==> src/rtl/had_trace_step_ctrl_if.sv <==
// ---------------------------------------------------------------------------
// had_trace_step_ctrl_if
//
// Bundles the register-file, retire-stage and debug-status signals that
// surround the HAD trace/step controller, so the controller can be wired up
// with a single port.
//
//   master : the surrounding logic (HAD register file, IU retire stage,
//            other HAD debug sources). It drives the control and status
//            inputs and observes the trace outputs.
//   slave  : the trace/step controller itself.
//
// Signals (direction as seen by the slave):
//   regs_trace_en            in   trace-mode enable level
//   regs_tc_wr               in   one-cycle trace-counter write strobe
//   regs_tc_wdata            in   trace-counter write value
//   iu_had_xx_retire         in   an instruction retires this cycle
//   iu_had_xx_retire_normal  in   the retiring instruction had no exception
//   iu_had_xx_mldst          in   the retire is a multi-load/store beat
//   iu_yy_xx_dbgon           in   the core is in debug mode
//   had_other_dbg_req        in   another HAD source is requesting debug
//   trace_inst_vld           out  a qualified retire was counted this cycle
//   trace_dbg_req            out  registered debug-mode request to the core
//   trace_cnt                out  current trace counter value
//   trace_expire             out  sticky "trace count expired" status
// ---------------------------------------------------------------------------
interface had_trace_step_ctrl_if #(
    parameter int CNT_WIDTH = 8
);

    logic                 regs_trace_en;
    logic                 regs_tc_wr;
    logic [CNT_WIDTH-1:0] regs_tc_wdata;
    logic                 iu_had_xx_retire;
    logic                 iu_had_xx_retire_normal;
    logic                 iu_had_xx_mldst;
    logic                 iu_yy_xx_dbgon;
    logic                 had_other_dbg_req;
    logic                 trace_inst_vld;
    logic                 trace_dbg_req;
    logic [CNT_WIDTH-1:0] trace_cnt;
    logic                 trace_expire;

    modport master (
        output regs_trace_en,
        output regs_tc_wr,
        output regs_tc_wdata,
        output iu_had_xx_retire,
        output iu_had_xx_retire_normal,
        output iu_had_xx_mldst,
        output iu_yy_xx_dbgon,
        output had_other_dbg_req,
        input  trace_inst_vld,
        input  trace_dbg_req,
        input  trace_cnt,
        input  trace_expire
    );

    modport slave (
        input  regs_trace_en,
        input  regs_tc_wr,
        input  regs_tc_wdata,
        input  iu_had_xx_retire,
        input  iu_had_xx_retire_normal,
        input  iu_had_xx_mldst,
        input  iu_yy_xx_dbgon,
        input  had_other_dbg_req,
        output trace_inst_vld,
        output trace_dbg_req,
        output trace_cnt,
        output trace_expire
    );

endinterface

==> src/rtl/had_trace_step_ctrl.sv <==
// ---------------------------------------------------------------------------
// had_trace_step_ctrl
//
// Debug trace/step controller inside the HAD. While trace mode is armed it
// counts qualified retiring instructions down from a debugger-programmed
// value; when the count runs out it raises a debug-mode request to the core
// and holds it until the core reports that it has entered debug mode. After
// the core leaves debug mode, tracing re-arms if trace mode is still enabled.
//
// Ports:
//   forever_cpuclk  in   core clock, all state changes on the rising edge
//   cpurst_b        in   asynchronous active-low reset
//   bus             slave side of had_trace_step_ctrl_if (control inputs,
//                        retire/debug status inputs, trace outputs)
// ---------------------------------------------------------------------------
module had_trace_step_ctrl #(
    parameter int CNT_WIDTH = 8
) (
    input  logic                  forever_cpuclk,
    input  logic                  cpurst_b,
    had_trace_step_ctrl_if.slave  bus
);

    typedef enum logic [1:0] {
        IDLE  = 2'd0,
        ARMED = 2'd1,
        REQ   = 2'd2,
        DBG   = 2'd3
    } traceState_e;

    localparam logic [CNT_WIDTH-1:0] CNT_ONE = {{(CNT_WIDTH-1){1'b0}}, 1'b1};

    traceState_e          state_q;
    logic                 dbgReq_q;
    logic [CNT_WIDTH-1:0] cnt_q;
    logic [CNT_WIDTH-1:0] cnt_d;
    logic                 expire_q;
    logic                 expire_d;

    logic                 qualRetire;
    logic                 countExpire;

    // A retire only counts while armed, when it completed normally, is not a
    // multi-load/store beat, and no debug entry is underway or pending.
    assign qualRetire = bus.iu_had_xx_retire
                      & bus.iu_had_xx_retire_normal
                      & ~bus.iu_had_xx_mldst
                      & ~bus.iu_yy_xx_dbgon
                      & ~bus.had_other_dbg_req
                      & bus.regs_trace_en
                      & (state_q == ARMED);

    // The Nth qualified retire after loading N expires; a load of 0 behaves
    // like a load of 1. A same-cycle counter write overrides the retire.
    assign countExpire = qualRetire & ~bus.regs_tc_wr & (cnt_q <= CNT_ONE);

    // Counter next value: a write wins, otherwise a qualified retire
    // decrements and the count sticks at zero instead of wrapping.
    always_comb begin
        cnt_d = cnt_q;
        if (bus.regs_tc_wr) begin
            cnt_d = bus.regs_tc_wdata;
        end else if (qualRetire && (cnt_q != '0)) begin
            cnt_d = cnt_q - CNT_ONE;
        end
    end

    // Sticky expiry flag: set together with the move into REQ, cleared by a
    // counter write. Both cannot happen at once since a write blocks expiry.
    always_comb begin
        expire_d = expire_q;
        if (countExpire) begin
            expire_d = 1'b1;
        end else if (bus.regs_tc_wr) begin
            expire_d = 1'b0;
        end
    end

    always_ff @(posedge forever_cpuclk or negedge cpurst_b) begin
        if (!cpurst_b) begin
            cnt_q    <= '0;
            expire_q <= 1'b0;
        end else begin
            cnt_q    <= cnt_d;
            expire_q <= expire_d;
        end
    end

    // Trace sequencing FSM with the registered debug request. Once REQ is
    // entered the request is held regardless of enable or counter writes,
    // and only drops when the core reports debug mode. Debug entry from any
    // other source while armed parks the FSM in DBG without touching the
    // count, so tracing resumes where it left off.
    always_ff @(posedge forever_cpuclk or negedge cpurst_b) begin
        if (!cpurst_b) begin
            state_q  <= IDLE;
            dbgReq_q <= 1'b0;
        end else begin
            case (state_q)
                IDLE: begin
                    dbgReq_q <= 1'b0;
                    if (bus.regs_trace_en && !bus.iu_yy_xx_dbgon) begin
                        state_q <= ARMED;
                    end
                end
                ARMED: begin
                    if (countExpire) begin
                        state_q  <= REQ;
                        dbgReq_q <= 1'b1;
                    end else if (bus.iu_yy_xx_dbgon) begin
                        state_q <= DBG;
                    end else if (!bus.regs_trace_en) begin
                        state_q <= IDLE;
                    end
                end
                REQ: begin
                    if (bus.iu_yy_xx_dbgon) begin
                        state_q  <= DBG;
                        dbgReq_q <= 1'b0;
                    end
                end
                DBG: begin
                    dbgReq_q <= 1'b0;
                    if (!bus.iu_yy_xx_dbgon) begin
                        state_q <= bus.regs_trace_en ? ARMED : IDLE;
                    end
                end
                default: begin
                    state_q  <= IDLE;
                    dbgReq_q <= 1'b0;
                end
            endcase
        end
    end

    assign bus.trace_inst_vld = qualRetire;
    assign bus.trace_dbg_req  = dbgReq_q;
    assign bus.trace_cnt      = cnt_q;
    assign bus.trace_expire   = expire_q;

endmodule
==> src/flat_wrapper.sv <==
// flat-port wrapper written by rule: the top's interface ports become plain ports
module had_trace_step_ctrl_flat 
#(
    parameter int CNT_WIDTH = 8
)
  (forever_cpuclk, cpurst_b, bus_regs_trace_en, bus_regs_tc_wr, bus_regs_tc_wdata, bus_iu_had_xx_retire, bus_iu_had_xx_retire_normal, bus_iu_had_xx_mldst, bus_iu_yy_xx_dbgon, bus_had_other_dbg_req, bus_trace_inst_vld, bus_trace_dbg_req, bus_trace_cnt, bus_trace_expire);
  had_trace_step_ctrl_if #(.CNT_WIDTH(CNT_WIDTH)) bus_i ();
  input  logic forever_cpuclk;
  input  logic cpurst_b;
  input wire logic [$bits(bus_i.regs_trace_en)-1:0] bus_regs_trace_en;
  input wire logic [$bits(bus_i.regs_tc_wr)-1:0] bus_regs_tc_wr;
  input wire logic [$bits(bus_i.regs_tc_wdata)-1:0] bus_regs_tc_wdata;
  input wire logic [$bits(bus_i.iu_had_xx_retire)-1:0] bus_iu_had_xx_retire;
  input wire logic [$bits(bus_i.iu_had_xx_retire_normal)-1:0] bus_iu_had_xx_retire_normal;
  input wire logic [$bits(bus_i.iu_had_xx_mldst)-1:0] bus_iu_had_xx_mldst;
  input wire logic [$bits(bus_i.iu_yy_xx_dbgon)-1:0] bus_iu_yy_xx_dbgon;
  input wire logic [$bits(bus_i.had_other_dbg_req)-1:0] bus_had_other_dbg_req;
  output wire logic [$bits(bus_i.trace_inst_vld)-1:0] bus_trace_inst_vld;
  output wire logic [$bits(bus_i.trace_dbg_req)-1:0] bus_trace_dbg_req;
  output wire logic [$bits(bus_i.trace_cnt)-1:0] bus_trace_cnt;
  output wire logic [$bits(bus_i.trace_expire)-1:0] bus_trace_expire;
  assign bus_i.regs_trace_en = bus_regs_trace_en;
  assign bus_i.regs_tc_wr = bus_regs_tc_wr;
  assign bus_i.regs_tc_wdata = bus_regs_tc_wdata;
  assign bus_i.iu_had_xx_retire = bus_iu_had_xx_retire;
  assign bus_i.iu_had_xx_retire_normal = bus_iu_had_xx_retire_normal;
  assign bus_i.iu_had_xx_mldst = bus_iu_had_xx_mldst;
  assign bus_i.iu_yy_xx_dbgon = bus_iu_yy_xx_dbgon;
  assign bus_i.had_other_dbg_req = bus_had_other_dbg_req;
  assign bus_trace_inst_vld = bus_i.trace_inst_vld;
  assign bus_trace_dbg_req = bus_i.trace_dbg_req;
  assign bus_trace_cnt = bus_i.trace_cnt;
  assign bus_trace_expire = bus_i.trace_expire;
  had_trace_step_ctrl #(.CNT_WIDTH(CNT_WIDTH)) u_core (.forever_cpuclk(forever_cpuclk), .cpurst_b(cpurst_b), .bus(bus_i));
endmodule
==> config.mk <==
export PLATFORM = sky130hd
export DESIGN_NAME = had_trace_step_ctrl_flat
export DESIGN_NICKNAME = d
export VERILOG_FILES = /design/src/rtl/had_trace_step_ctrl_if.sv /design/src/rtl/had_trace_step_ctrl.sv /design/src/flat_wrapper.sv
export SDC_FILE = /design/constraint.sdc
export NUM_CORES = 1
export LEC_CHECK = 0
export CORE_ASPECT_RATIO = 1.25
export CORE_MARGIN = 1
export CORE_UTILIZATION = 38
export CTS_BUF_LIST = sky130_fd_sc_hd__clkbuf_4 sky130_fd_sc_hd__clkbuf_8
export CTS_CLUSTER_DIAMETER = 200
export CTS_CLUSTER_SIZE = 28
export DETAILED_ROUTE_END_ITERATION = 10
export PLACE_DENSITY = 0.8
export SYNTH_ARGS = -nofsm -noshare
export SYNTH_HDL_FRONTEND = slang
export SYNTH_SLANG_ARGS = --single-unit
==> constraint.sdc <==
create_clock -name forever_cpuclk -period 2.19 [get_ports forever_cpuclk]
set_clock_uncertainty 0.2 [all_clocks]
set_input_delay 0.438 -clock forever_cpuclk [delete_from_list [all_inputs] [get_ports forever_cpuclk]]
set_output_delay 0.438 -clock forever_cpuclk [all_outputs]
set_load 0.02 [all_outputs]
# == Yosys cells after proc, flatten, opt, wreduce, memory -nomap -nowiden ==
# Cells that the tools add are included.
# op_classes
reduce_logical,10
bitwise,12
add_sub_neg,1
eq_ne,8
order_cmp,1
muxes,15
# ops
op,count
$mux 8,2
$mux 2,6
$and 1x1->1,8
$le 8x1->1 const B,1
$pmux 2 s4,1
$reduce_bool 8->1,1
$sub 8x1->8 const B,1
$mux 1,5
$eq 2x2->1 const B,2
$ne 2x1->1 const B,2
$ne 2x2->1 const B,2
$ne 4x3->1 const B,1
$not 1->1,4
$reduce_and 4->1,1
$reduce_bool 2->1,2
$pmux 1 s3,1
$eq 2x1->1 const B,1
$logic_and 1x1->1,2
$logic_not 2->1,1
$reduce_and 2->1,1
$reduce_or 2->1,1
$logic_not 1->1,1
# word_totals
elab_cells,51
reg_bits,12

# == Logic depth before layout (Yosys ltp) ==
# Gate-level depths: netlist of the first run.
# logic_depth
depth_word,10
depth_mapped,6
ltp_nobuf,6

# == Worst setup path before layout of the first run ==
# No wires, ideal clock.
# synth_timing
path_kind,reg2reg
startpoint,"register u_core.cnt_q[0], in the netlist u_core.bus.trace_cnt[0]"
endpoint,"register u_core.cnt_q[6], in the netlist u_core.bus.trace_cnt[6]"
n_path_buf,0
path_slack_ns,0.044
arrival_ns,1.864
period_less_slack_ns,2.146
stages_incl_launch_ff,7
cell_sequence,dfrtp_1 -> inv_1 -> ha_1 -> or3b_1 -> nand4bb_1 -> or3_1 -> a31oi_1
# synth_via
elab_chain_len,3
elab_cells_between_ends,6
classes_between,add/sub (1); mux (2); reduce/logical (3)
# synth_rtl
element,line_no,text
start: declaration,had_trace_step_ctrl.sv:35,logic [CNT_WIDTH-1:0] cnt_q;
start signal: assignment,had_trace_step_ctrl.sv:84,cnt_q <= cnt_d;
$sub 8x1->8 or $reduce_bool 8->1 (tied branches),"had_trace_step_ctrl.sv:64, had_trace_step_ctrl.sv:63",
$mux 8 or $logic_and 1x1->1 (tied branches),had_trace_step_ctrl.sv:63,end else if (qualRetire && (cnt_q != '0)) begin
$mux 8 or $reduce_bool 2->1 (tied branches),--,
# Several ways; a longest one is shown, not always the timed one. The select of a mux whose other input is x is not followed.
# A chain may end at the register's enable or synchronous reset.

# == Worst setup path after layout of the first run ==
# layout_timing
startpoint,"register u_core.cnt_q[0], in the netlist u_core.bus.trace_cnt[0]"
endpoint,"register u_core.cnt_q[7], in the netlist u_core.bus.trace_cnt[7]"
# Same word-level chain as after synthesis.

==> results of run 1 <==
-- what timing repair did --
item / 4_1_cts / 5_1_grt
setup buffers: 2 / 2
gates resized for setup: 4 / 10
pin swaps: 2 / 4
setup endpoints to repair: 2 / 8
-- worst paths after layout --
path                                     startpoint                        to  slack [ps]  cells past startpoint
max in group asynchronous                  cpurst_b                 async pin        1070                      1
setup reg to reg            u_core.bus.trace_cnt[0]   u_core.bus.trace_cnt[7]          50                      5
hold reg to reg            u_core.bus.trace_dbg_req  u_core.bus.trace_dbg_req         290                      2
setup / recovery            u_core.bus.trace_cnt[0]   u_core.bus.trace_cnt[7]          50                      5
min in group asynchronous                  cpurst_b   u_core.bus.trace_cnt[6]         340                      1
hold / removal             u_core.bus.trace_dbg_req  u_core.bus.trace_dbg_req         290                      2
-- logic make-up (layout without fill, tap and decap cells) --
kind of cell	count (synthesis)	in the layout	synth area share
fa+ha+maj	2	2	0.0344
buf+inv	5	51	0.0258
simple gates	31	31	0.279
flops	12	12	0.413
mux	2	2	0.0344
xor+xnor	3	3	0.0362
compound gates	18	18	0.177
-- worst min-delay path, delay by kind of cell, from the launching register on --
kind          cells  cell delay, ps
simple gates      2             120
flops             1             350
-- cell usage after synthesis (all sizes together), types with 2 or more instances --
master   instances  area share
a21oi            2       0.014
a31oi            2       0.017
and2             2       0.017
dfrtp           12        0.41
ha               2       0.034
inv              4       0.021
nand2            6       0.031
nand2b           4       0.034
nor2             3       0.015
nor3             3       0.021
o2111ai          2       0.024
o21a             2       0.021
o21ai            7       0.048
o31a             2       0.024
or3              4       0.036
or4              2       0.026
xor2             2       0.024
-- registers in the layout, indices dropped and copies added (netlist names), named ones only --
signal                    count
u_core.bus.trace_cnt          8
u_core.bus.trace_dbg_req      1
u_core.bus.trace_expire       1
u_core.state_q                1
-- placed cells by master, fill, tap and decap left out, types with 3 or more instances in the layout --
master / count
nand2_1: 6
buf_4: 16
o21ai_0: 7
nor3_1: 3
clkdlybuf4s50_1: 24
inv_1: 3
nor2_1: 3
dfrtp_1: 12
clkbuf_4: 3
nand2b_1: 4
-- power by group through the flow --
stage	Combinational, mW	Sequential, mW	Clock [mW]
floorplan	0.0556	0.279	0
global placement	0.161	0.262	0
detailed placement	0.165	0.263	0
CTS	0.166	0.259	0.188
global route	0.186	0.263	0.201
finish	0.171	0.260	0.182
-- layout make-up --
type,count,area (um^2),area share
timing repair buffer,43,397,0.332
clock buffer,4,36.3,0.0303
tap,19,23.8,0.0199
inverter,4,15.0,0.0126
multi-input combinational,56,424,0.355
sequential,12,300,0.251
-- per-stage QoR --
stage               hold WS (ps)  setup WS [ps]  cell area (um^2)
finish                       289           54.2              1200
global route                 332          -1.04              1200
CTS                          293           1.86              1150
detailed placement           273           -429              1110
global placement             257           -380              1110
floorplan                  -57.6           44.1               727
-- layer usage --
layer | track usage | vias up | part of all wire | wire length, um
met5 | 0 | - | 0 | 0
met4 | 0.0968 | 0 | 0 | 0
met3 | 0.0261 | 0 | 0.049 | 87
met2 | 0.297 | 22 | 0.51 | 901
met1 | 0.258 | 339 | 0.44 | 790
li1 | - | 361 | - | -
==> results.py, run 1 <==
metrics = {
    "outcome": {
        "status": "complete, no violations",
    },
    "yosys": {
        "syn-num-nets": 92,
        "yosysWarnings": 0,
        "syn_area_um2": 727,
        "seq_area_frac_synth": 0.413,
        "syn_avg_cell_area_um2": 9.96,
        "synthArstFlopShare": 1.00,
        "synth_edf_count": 0,
        "ys_types": 31,
        "synthFlopType": "dfrtp_1",
        "synth-seq-cells": 12,
        "synth_cells": 73,
    },
    "cells_and_area": {
        "syn_to_final_growth_pct": 64.5,
        "final_cells": 138,
        "n_fill_cell": 151,
        "fin_util": 0.669,
        "diodes": 0,
        "drive_gt1_frac": 0.277,
        "final_net_count": 139,
    },
    "timing": {
        "drv_slew": 0,
        "worst_pin_slew_ps": 602,
        "fmax_mhz": 468,
        "fin_setup_tns_ps": 0,
        "relSlewSlack": 0.597,
        "hold_viol": 0,
        "period_share": 0.975,
        "fin_crit_ps": 2140,
        "setup_viol": 0,
    },
    "route": {
        "drc": 0,
        "drt_iter0_drc": 12,
        "dr.pass1.iters": 4,
        "wl_per_cell_um": 12.9,
        "routed_wl_mm": 1.78,
        "antenna_left": 0,
        "num_vias": 722,
        "via_per_inst": 5.23,
    },
    "global_routing": {
        "gr-total-overflow": 0,
        "grt_pass1_wl_mm": 2.77,
        "grt_pass1_vias": 648,
        "grt_max_degree": 13,
        "gr-usage-all-layers": 0.194,
        "antenna_found_initial": 0,
    },
    "placement": {
        "gp_congestion": 0.780,
        "portBuffers": 27,
        "hpwl_mm": 1.33,
        "placedCellCount": 130,
    },
    "worst_setup_path": {
        "crit_path_end_kind": "flip-flop",
        "worstSetupPathType": "reg2reg",
        "crit_family": "simple AND/OR/NAND/NOR gates",
        "worstPathRequired_ps": 2160,
        "critPathSlowestCell": "or4_4",
        "path_max_fanout": 4,
        "critPathLaunchType": "flip-flop",
        "crit_buf_inv": 1,
        "slowest_delay_ps": 430,
        "worst_ep_arrival_time_ps": 2110,
        "crit_chain": "buf_4, or3_4, or4_4, o21a_1, o31a_1",
    },
    "clock_tree": {
        "root_buffer": "clkbuf_4",
        "cts_tree": "built",
        "clock_sinks": 12,
        "htree_levels": 1,
        "ctsHoldBuffers": 0,
        "cts_buffers": 3,
        "clk_latency_ps": 280,
        "clkTransAtPathRegs_ps": 80,
        "clock_path_buffers": 2,
    },
    "power": {
        "p_sw_mw": 0.174,
        "clockPowerShare": 0.297,
        "leakage_nw": 0.524,
        "swShare": 0.284,
        "comb_power_share": 0.279,
        "p_int_mw": 0.439,
        "total_power_mw": 0.614,
        "p_per_area_nw_per_um2": 513,
        "ir_worst_vdd_uv": 338,
        "pwr-share-seq": 0.423,
    },
    "floorplanning": {
        "coreArea_um2": 1790,
        "io-pin-count": 28,
        "fp.dieW_um": 41.1,
        "fp.dieH_um": 50.9,
        "core.rowCount": 17,
        "start_util": 0.407,
        "die-area_um2": 2090,
    },
    "min_path": {
        "holdCritPathClass": "reg2reg",
    },
    "run": {
        "maxCapViolations": 0,
    },
}
Note: power is estimated with default switching activity, not from simulation.
==> inputs of run 2 (changes only) <==
- PLACE_DENSITY: 0.8 -> 0.83
- clock period: 2.19 -> 1.9 ns (I/O delays scaled with it)
==> run 2 against run 1 <==
  * The flow now finishes with violations (setup timing)
  * Global-route usage grew 4.3 points
  * Register-to-register slack got worse by 190 ps
  * Flip-flop and latch count did not move
  * Core utilization rose by 5.8 points
  * Final cell count up 8.7%
  * Total power grew 17%
  * Fmax is 4.9% higher
  * Wire length up 16%
  * Non-clock buffer count increased by 12
  * Design area grew 8.7%
  * Largest cell class is now buffers
==> results.py, run 2 (synthesis gave the netlist of run 1 again) <==
metrics = {
    "timing": {
        "worst_pin_slew_ps": 594,
        "relSlewSlack": 0.602,
        "period_share": 1.07,
        "hold_viol": 0,
        "fmax_mhz": 491,
        "whs_ps": 276,
        "setup_viol": 7,
        "rsz0062_at_grt": "yes",
        "drv_slew": 0,
        "fin_ws_ps": -135,
        "fin_crit_ps": 2040,
    },
    "cells_and_area": {
        "diodes": 0,
        "final_net_count": 151,
        "final_cells": 150,
        "fin_util": 0.728,
        "mostFrequentLayoutCells": "buf_4, clkdlybuf4s50_1, dlygate4sd2_1, dfrtp_1, nand2_1",
        "largest_register_ffs": 8,
        "layout_commonest_cell": "buf_4",
        "syn_to_final_growth_pct": 78.8,
        "drive_gt1_frac": 0.397,
    },
    "power": {
        "leakage_nw": 0.581,
        "p_per_area_nw_per_um2": 551,
        "ir_worst_vdd_uv": 478,
        "total_power_mw": 0.716,
    },
    "global_routing": {
        "gr-total-overflow": 0,
        "grt_pass1_wl_mm": 3.42,
        "antenna_found_initial": 0,
        "gr-usage-all-layers": 0.238,
        "grt_max_degree": 13,
        "grt_pass1_vias": 801,
    },
    "route": {
        "num_vias": 774,
        "drc": 0,
        "via_per_inst": 5.16,
        "wl_met2_mm": 1.08,
        "drt_iter0_drc": 18,
        "wl_met3_um": 96,
        "routed_wl_mm": 2.06,
        "antenna_left": 0,
        "wl_per_cell_um": 13.7,
        "wl_met1_um": 848,
        "routed.top_layer": "met4",
        "dr.pass1.iters": 4,
    },
    "worst_setup_path": {
        "r2r-end": "u_core.bus.trace_cnt[1]",
        "worstSetupPathType": "reg2reg",
        "r2r_start": "u_core.bus.trace_cnt[1]",
        "path_max_fanout": 4,
        "crit_path_end_kind": "flip-flop",
        "worst_ep_arrival_time_ps": 2000,
        "r2r_cells": 7,
        "ff2ff_setup_slack_ps": -140,
        "critPathLaunchType": "flip-flop",
        "worstPathRequired_ps": 1870,
    },
    "clock_tree": {
        "cts_tree": "built",
        "htree_levels": 1,
        "clk_latency_ps": 270,
        "root_buffer": "clkbuf_4",
        "clock_path_buffers": 2,
        "clock_sinks": 12,
        "clkTransAtPathRegs_ps": 80,
        "cts_buffers": 3,
    },
    "placement": {
        "portBuffers": 27,
        "hpwl_mm": 1.47,
        "placedCellCount": 141,
        "gp_congestion": 0.750,
    },
    "floorplanning": {
        "io-pin-count": 28,
        "fp.dieW_um": 41.1,
        "die-area_um2": 2090,
        "start_util": 0.407,
        "core.rowCount": 17,
        "fp.dieH_um": 50.9,
        "coreArea_um2": 1790,
    },
    "outcome": {
        "violations": "setup timing",
        "status": "finished, violations left",
    },
    "run": {
        "maxCapViolations": 0,
    },
    "min_path": {
        "holdCritPathClass": "in2async",
    },
}
## run 2: changes by cell type in the layout (fill, tap and decap cells not counted), moves of 2 or more
cell,before,now
o21ai_1,0,3
dfrtp_2,0,5
clkdlybuf4s15_1,0,3
dfrtp_1,12,7
o21ai_0,7,4
clkdlybuf4s50_1,24,13
dlygate4sd2_1,0,9
buf_6,1,3
buf_4,16,26
## run 2: metrics by stage
| stage | cell area (um^2) | TNS, ps | setup slack [ps] |
|---|---|---|---|
| 2_1_floorplan | 748 | -369 | -139 |
| 3_3_place_gp | 1210 | -3020 | -554 |
| 3_5_place_dp | 1210 | -3790 | -604 |
| 4_1_cts | 1260 | -603 | -144 |
| 5_1_grt | 1300 | -1010 | -193 |
| 6_report | 1300 | -518 | -135 |
## run 2: where the power goes
part	total, mW	internal (mW)	switching [mW]
logic	0.238	0.133	0.105
registers	0.298	0.278	0.0192
clock network	0.181	0.0955	0.0851
## run 2: metal layers
layer,up-vias,track usage
li1,385,-
met1,364,0.289
met2,21,0.372
met3,4,0.0348
met4,0,0.145
met5,-,0
## run 2: worst max path at each step
stage,from,end,slack (ps),cells past startpoint
floorplan,u_core.bus.trace_cnt[1],u_core.bus.trace_cnt[6],-140,6
global placement,bus_iu_yy_xx_dbgon,bus_trace_inst_vld,-550,4
detailed placement,bus_iu_yy_xx_dbgon,bus_trace_inst_vld,-600,4
CTS,u_core.bus.trace_cnt[1],u_core.bus.trace_cnt[1],-140,7
global route,u_core.bus.trace_cnt[1],u_core.bus.trace_cnt[1],-190,7
finish,u_core.bus.trace_cnt[1],u_core.bus.trace_cnt[1],-140,7
## run 2: cell type report
type                       count  area (um^2)
clock buffer                   4         30.0
inverter                       4         15.0
multi-input combinational     56          444
fill                         131          487
tap                           19         23.8
timing repair buffer          55          480
sequential                    12          307
## run 2: critical path, cell delays in order, from the launching register on
cell,delay [ps]
dfrtp_2,430
inv_2,90
ha_4,130
or3b_4,400
o211ai_4,210
buf_6,150
mux2i_1,70
mux2_4,250
## run 2: timing repair
| action | in CTS | in global routing |
|---|---|---|
| gates resized for setup | 24 | 8 |
| setup buffers | 3 | 2 |
| hold buffers | 0 | 0 |
| pin swaps | 7 | 6 |
| cloned | 0 | 0 |
| setup endpoints to repair | 15 | 10 |
